===== config.mk =====
export PLATFORM = sky130hd
export DESIGN_NAME = down_counter
export DESIGN_NICKNAME = d
export VERILOG_FILES = /design/src/rtl/down_counter.sv
export SDC_FILE = /design/constraint.sdc
export NUM_CORES = 1
export LEC_CHECK = 0
export CORE_MARGIN = 4
export CORE_UTILIZATION = 35
export DETAILED_ROUTE_END_ITERATION = 8
export PLACE_DENSITY = 0.72
export SKIP_CTS_REPAIR_TIMING = 1
export SYNTH_ARGS = -nofsm -noshare
export SYNTH_HDL_FRONTEND = slang
export SYNTH_SLANG_ARGS = --single-unit

===== constraint.sdc =====
create_clock -name clk -period 1.95 [get_ports clk]
set_input_delay 0.39 -clock clk [delete_from_list [all_inputs] [get_ports clk]]
set_output_delay 0.39 -clock clk [all_outputs]
set_load 0.005 [all_outputs]

===== src/rtl/down_counter.sv =====
// rtl/down_counter.sv - loadable, enable-gated down-counter / countdown timer with terminal-count pulse and optional auto-reload
module down_counter #(
    parameter int WIDTH     = 8,
    parameter int MAX_VALUE = 9
) (
    input  logic             clk,
    input  logic             rst,
    input  logic             load,
    input  logic [WIDTH-1:0] load_value,
    input  logic             en,
    input  logic             auto_reload,
    output logic [WIDTH-1:0] count,
    output logic             tc,
    output logic             busy,
    output logic [1:0]       state
);

    typedef enum logic [1:0] {
        ST_IDLE = 2'd0,
        ST_HOLD = 2'd1,
        ST_RUN  = 2'd2,
        ST_DONE = 2'd3
    } state_e;

    localparam logic [WIDTH-1:0] MAX_V = MAX_VALUE[WIDTH-1:0];
    localparam logic [WIDTH-1:0] ONE_V = {{(WIDTH-1){1'b0}}, 1'b1};

    state_e           state_q, state_d;
    logic [WIDTH-1:0] count_q, count_d;
    logic [WIDTH-1:0] reload_q, reload_d;
    logic             tc_q, tc_d;
    logic [WIDTH-1:0] lv;
    logic             count_gt1;
    logic             count_is1;

    // Saturate the requested start value to the largest loadable value
    always_comb begin
        lv = (load_value > MAX_V) ? MAX_V : load_value;
    end

    // Decode count magnitude used by the terminal-count decision
    always_comb begin
        count_gt1 = (count_q > ONE_V);
        count_is1 = (count_q == ONE_V);
    end

    // Next-state, next-count and terminal-count decision; load always wins over en
    always_comb begin
        state_d  = state_q;
        count_d  = count_q;
        reload_d = reload_q;
        tc_d     = 1'b0;

        if (load) begin
            reload_d = lv;
            if (lv != '0) begin
                count_d = lv;
                state_d = ST_HOLD;
            end else begin
                count_d = '0;
                state_d = ST_DONE;
                tc_d    = 1'b1;
            end
        end else begin
            unique case (state_q)
                ST_IDLE: begin
                    count_d = '0;
                end
                ST_HOLD, ST_RUN: begin
                    if (!en) begin
                        // Pausing from RUN parks in HOLD with the count frozen
                        state_d = ST_HOLD;
                    end else if (count_gt1) begin
                        count_d = count_q - ONE_V;
                        state_d = ST_RUN;
                    end else if (count_is1) begin
                        // Terminal edge: auto_reload is only looked at here
                        tc_d = 1'b1;
                        if (auto_reload) begin
                            count_d = reload_q;
                            state_d = ST_RUN;
                        end else begin
                            count_d = '0;
                            state_d = ST_DONE;
                        end
                    end else begin
                        // A zero count here is unreachable; never decrement from 0
                        count_d = '0;
                        state_d = ST_DONE;
                    end
                end
                ST_DONE: begin
                    count_d = '0;
                end
                default: begin
                    state_d = ST_IDLE;
                    count_d = '0;
                end
            endcase
        end
    end

    // State, count, reload and tc registers with asynchronous active-low reset
    always_ff @(posedge clk or negedge rst) begin
        if (!rst) begin
            state_q  <= ST_IDLE;
            count_q  <= '0;
            reload_q <= '0;
            tc_q     <= 1'b0;
        end else begin
            state_q  <= state_d;
            count_q  <= count_d;
            reload_q <= reload_d;
            tc_q     <= tc_d;
        end
    end

    // Outputs come straight from registers; busy is a pure state decode
    always_comb begin
        count = count_q;
        tc    = tc_q;
        state = state_q;
        busy  = (state_q == ST_HOLD) || (state_q == ST_RUN);
    end

endmodule


Word-level counts from Yosys, hierarchy flattened
Index checks and enable logic that the tools add are counted.
Widths: inputs -> output; s select.

cells by class
  $add $sub $neg = 1
  order comparisons = 2
  equality and inequality tests = 5
  mux-type cells = 21
  reductions and logical operators = 6

operator list
  cell                 count
  $mux 8               7
  $pmux 8 s2           1
  $mux 2               6
  $eq 8x1->1 const B   1
  $gt 8x1->1 const B   1
  $gt 8x4->1 const B   1
  $reduce_bool 8->1    1
  $sub 8x1->8 const B  1
  $mux 1               7
  $eq 2x2->1 const B   2
  $reduce_or 2->1      2
  $ne 3x3->1 const B   1
  $eq 2x1->1 const B   1
  $logic_not 2->1      1
  $reduce_bool 2->1    1
  $logic_or 1x1->1     1

storage, ports and cells
  bits in registers = 19
  input port bits = 13
  output and inout port bits = 12
  word-level logic and storage cells = 39

Logic depth before layout (Yosys ltp)
Gate-level depths: netlist of the first run.

  depth after elaboration = 6
  mapped depth = 6
  mapped depth without buffers = 6

Worst setup path before layout of the first run
Ideal clock, no wire load.

  kind = reg-to-reg
  start point = register count_q[0] (netlist: count[0])
  end point = register count_q[4] (netlist: count[4])
  setup time = 126 ps
  arrival = 1702 ps
  required time = 1824 ps
  setup slack = 122 ps
  stages on the path, launching flop included = 6
  path buffers = 1
  clock period less this slack = 1828 ps
  path through = dfrtp_1 ha_1 o2111a_1 buf_6 mux2_4 a221o_2

between the ends
  cells in the longest elaborated chain, start to end = 6
  elaborated cells between the ends (all ways) = 8
  those cells by class = add/sub: 1; order compare: 1; eq/ne: 1; mux: 5

RTL lines
  what                                                                 RTL line  source
  start, declared                                                      29        logic [WIDTH-1:0] count_q, count_d;
  start signal, assigned                                               112       count_q <= count_d;
  parallel branches: the longest is 2 deep, another holds $sub 8x1->8  n/a
  $mux 8 *                                                             73        end else if (count_gt1) begin
  $mux 8 *                                                             70        if (!en) begin
  $pmux 8 s2 *                                                         65        unique case (state_q)
  $mux 8 *                                                             54        if (load) begin

Mark *: on every way between the ends. The select of a mux whose other input is x is not followed.
A chain may end at the register's enable or synchronous reset.

Worst setup path after layout of the first run
  start point = register state_q[0] (netlist: state[0])
  end point = output busy

between the ends
  cells in the longest elaborated chain, start to end = 2
  elaborated cells between the ends (all ways) = 3
  those cells by class = eq/ne: 2; reduce/logical: 1

RTL lines
  what                                             RTL line  source
  start, declared                                  28        state_e state_q, state_d;
  start signal, assigned                           111       state_q <= state_d;
  $eq 2x1->1 / $eq 2x2->1 (equally long branches)  123       busy = (state_q == ST_HOLD) || (state_q == ST_RUN);
  $logic_or 1x1->1 *                               123
  end, declared                                    14        output logic busy,

Mark *: on every way between the ends. The rest lies on a longest branch, timed or not.

==> flow_summary.json, run 1 <==
{
  "status": "complete, no violations",
  "ys_seq_elements": 19,
  "synthArstFlopShare_pct": 100.0,
  "fmax_ghz": 0.5219,
  "die-area_sq_um": 4091,
  "clock_sinks": 19,
  "place.gp.congestion": 0.8378,
  "fin_crit_sh_pct": 98.26,
  "grt_pass1_vias": 1018,
  "ff_latch_area_sq_um": 476.7,
  "ant_nets": 0,
  "worstHoldPathType": "in2async",
  "synth_nets": 124,
  "synth_edf_count": 0,
  "finalSetupViolCount": 0,
  "clk_latency_ns": 0.30,
  "crit_arrival_ns": 1.53,
  "cts_root_buffer": "clkbuf_4",
  "fp-row-count": 20,
  "num_vias": 973,
  "fin_skew_ns": 0.0006980,
  "nNetsFinal": 162,
  "period_minus_slack_ns": 1.916,
  "maxSlewHeadroom_pct": 73.85,
  "yosysSeqAreaShare_pct": 43.38,
  "mostFrequentLayoutCell": "clkdlybuf4s50_1",
  "cts_tree": "yes",
  "clockBufferDepth": 2,
  "whs_ns": 0.4074,
  "nFillCells": 283,
  "cts_buffers": 3,
  "drive_above_1_share_pct": 18.49,
  "drt_wl_total_mm": 2.856,
  "avgSynthCellArea_sq_um": 10.06,
  "final_hold_viol_count": 0,
  "leakage_nw": 0.6584,
  "multi_input_area_sq_um": 586.8,
  "drc_errors": 0,
  "worstSetupPathType": "reg2out",
  "core_area_sq_um": 3028,
  "pwr_density_cell_nw_per_um2": 713.1,
  "final.setup.tns_ns": 0,
  "wl_per_cell_microns": 15.03,
  "grt_pass1_wl_mm": 4.836,
  "clk_pin_slew_worst_paths_ns": 0.11,
  "htree_levels": 1,
  "vias_per_cell": 5.121,
  "start_util_pct": 36.20,
  "final_cell_mix": "24 x clkdlybuf4s50_1, 18 x dfrtp_1, 12 x nor2_1",
  "crit_fanout": 5,
  "ys_warn_count": 0,
  "fp.dieW_microns": 63.96,
  "drv_slew": 0,
  "antenna_found_initial": 0,
  "insertedDiodeCount": 0,
  "synthCells": 109,
  "top_level_ports": 25,
  "vdd_ir_drop_max_mv": 0.3803,
  "timing.max_cap.violations": 0,
  "worst_slew_pin_slew_ns": 0.3893,
  "synthFlopType": "dfrtp_1",
  "grt_usage_pct": 14.76,
  "startpoint_type": "flop",
  "grt-ovfl-total": 0,
  "drt_iter0_markers": 74,
  "end_kind": "output pin",
  "hpwl_mm": 2.185,
  "fp.dieH_microns": 63.96,
  "required_ns": 1.56,
  "grt_start_max_net_pins": 20,
  "drtPass1Iterations": 4,
  "port_buffers": 24,
  "synth_area_sq_um": 1096,
  "area_growth_pct": 36.64,
  "synth_cell_type_count": 43
}
==> logic make-up after synthesis <==
kind of cell | count (synthesis) | share of synthesized area (%)
DFF | 19 | 43.38
adders and majority gates | 2 | 2.283
buffers and inverters | 10 | 4.109
xor gates and xnor gates | 2 | 2.284
AOI/OAI and AO/OA | 29 | 20.21
and+or+nand+nor | 41 | 21.69
muxes | 6 | 6.050
==> cell usage after synthesis (2+ instances only) <==
cell      instances  area, sq um
dfrtp_1          19        475.5
nor2_1           12        45.04
inv_1             8        30.03
nand2_1           6        22.52
nor3_1            5        25.02
o21ai_0           5        25.02
a21oi_1           4        20.02
and3_1            4        25.02
mux2i_1           4        40.04
nor2b_1           4        25.02
a221o_1           3        30.03
a21o_1            2        15.01
a221oi_1          2        17.52
ha_1              2        25.02
==> per-stage QoR <==
stage	util [%]	instance area, sq um	instances	power (mW)	setup slack, ns
after floorplan	-	1096	109	0.6737	0.1218
after global placement	47.93	1451	185	0.8326	-0.06955
after detailed placement	47.93	1451	185	0.8480	-0.1129
after CTS	48.80	1478	189	1.054	-0.07632
after global routing	49.46	1498	190	1.122	-0.008629
final	49.46	1498	190	1.068	0.03398
==> routing by layer <==
| layer | vias up | track usage (%) | share of wire (%) |
|---|---|---|---|
| met1 | 461 | 18.68 | 45 |
| met5 | - | 0 | 0 |
| met4 | 0 | 7.547 | 2.4 |
| met2 | 27 | 23.61 | 47 |
| met3 | 7 | 2.988 | 5.0 |
| li1 | 478 | - | - |
==> state kept, by name, summed over array words and instances (netlist names) <==
register	cells
reload_q	8
tc	1
state	2
count	8
==> worst max-delay path, stage by stage, from the launching register on <==
cell and delay [ns]:
dfrtp_2 0.48, xnor2_4 0.24, inv_1 0.06, clkdlybuf4s50_1 0.44
==> final timing paths <==
path / slack [ns] / startpoint / cells past startpoint / endpoint
min reg2reg: 0.50 / reload_q[0]$_DFFE_PN0P_ / 1 / reload_q[0]$_DFFE_PN0P_
min in group clk: 0.50 / reload_q[0]$_DFFE_PN0P_ / 1 / reload_q[0]$_DFFE_PN0P_
min: 0.41 / rst / 2 / count[5]$_DFFE_PN0P_
max reg2reg: 0.11 / count[0]$_DFFE_PN0P_ / 5 / count[6]$_DFFE_PN0P_
max in group asynchronous: 1.32 / rst / 2 / state[0]$_DFFE_PN0P_
max: 0.03 / state[0]$_DFFE_PN0P_ / 3 / busy
==> where the power goes <==
| part | internal (mW) | total [mW] | switching [mW] |
|---|---|---|---|
| combinational | 0.216 | 0.397 | 0.181 |
| clock | 0.0799 | 0.207 | 0.127 |
| sequential | 0.421 | 0.464 | 0.0426 |
==> final cells by class <==
class                   count  area share [%]
inverters                   8           2.005
multi-input cells          80           39.18
repair buffers             35           21.55
flip-flops and latches     19           31.83
clock buffers               4           1.754
well taps                  44           3.676
(Power assumes the default switching activity.)
==> run 2, diff against run 1 <==
- CTS_CLUSTER_SIZE: not set -> 20
==> results of run 2 <==
Same layout as run 1: the final DEF is identical, and so are final timing and power.
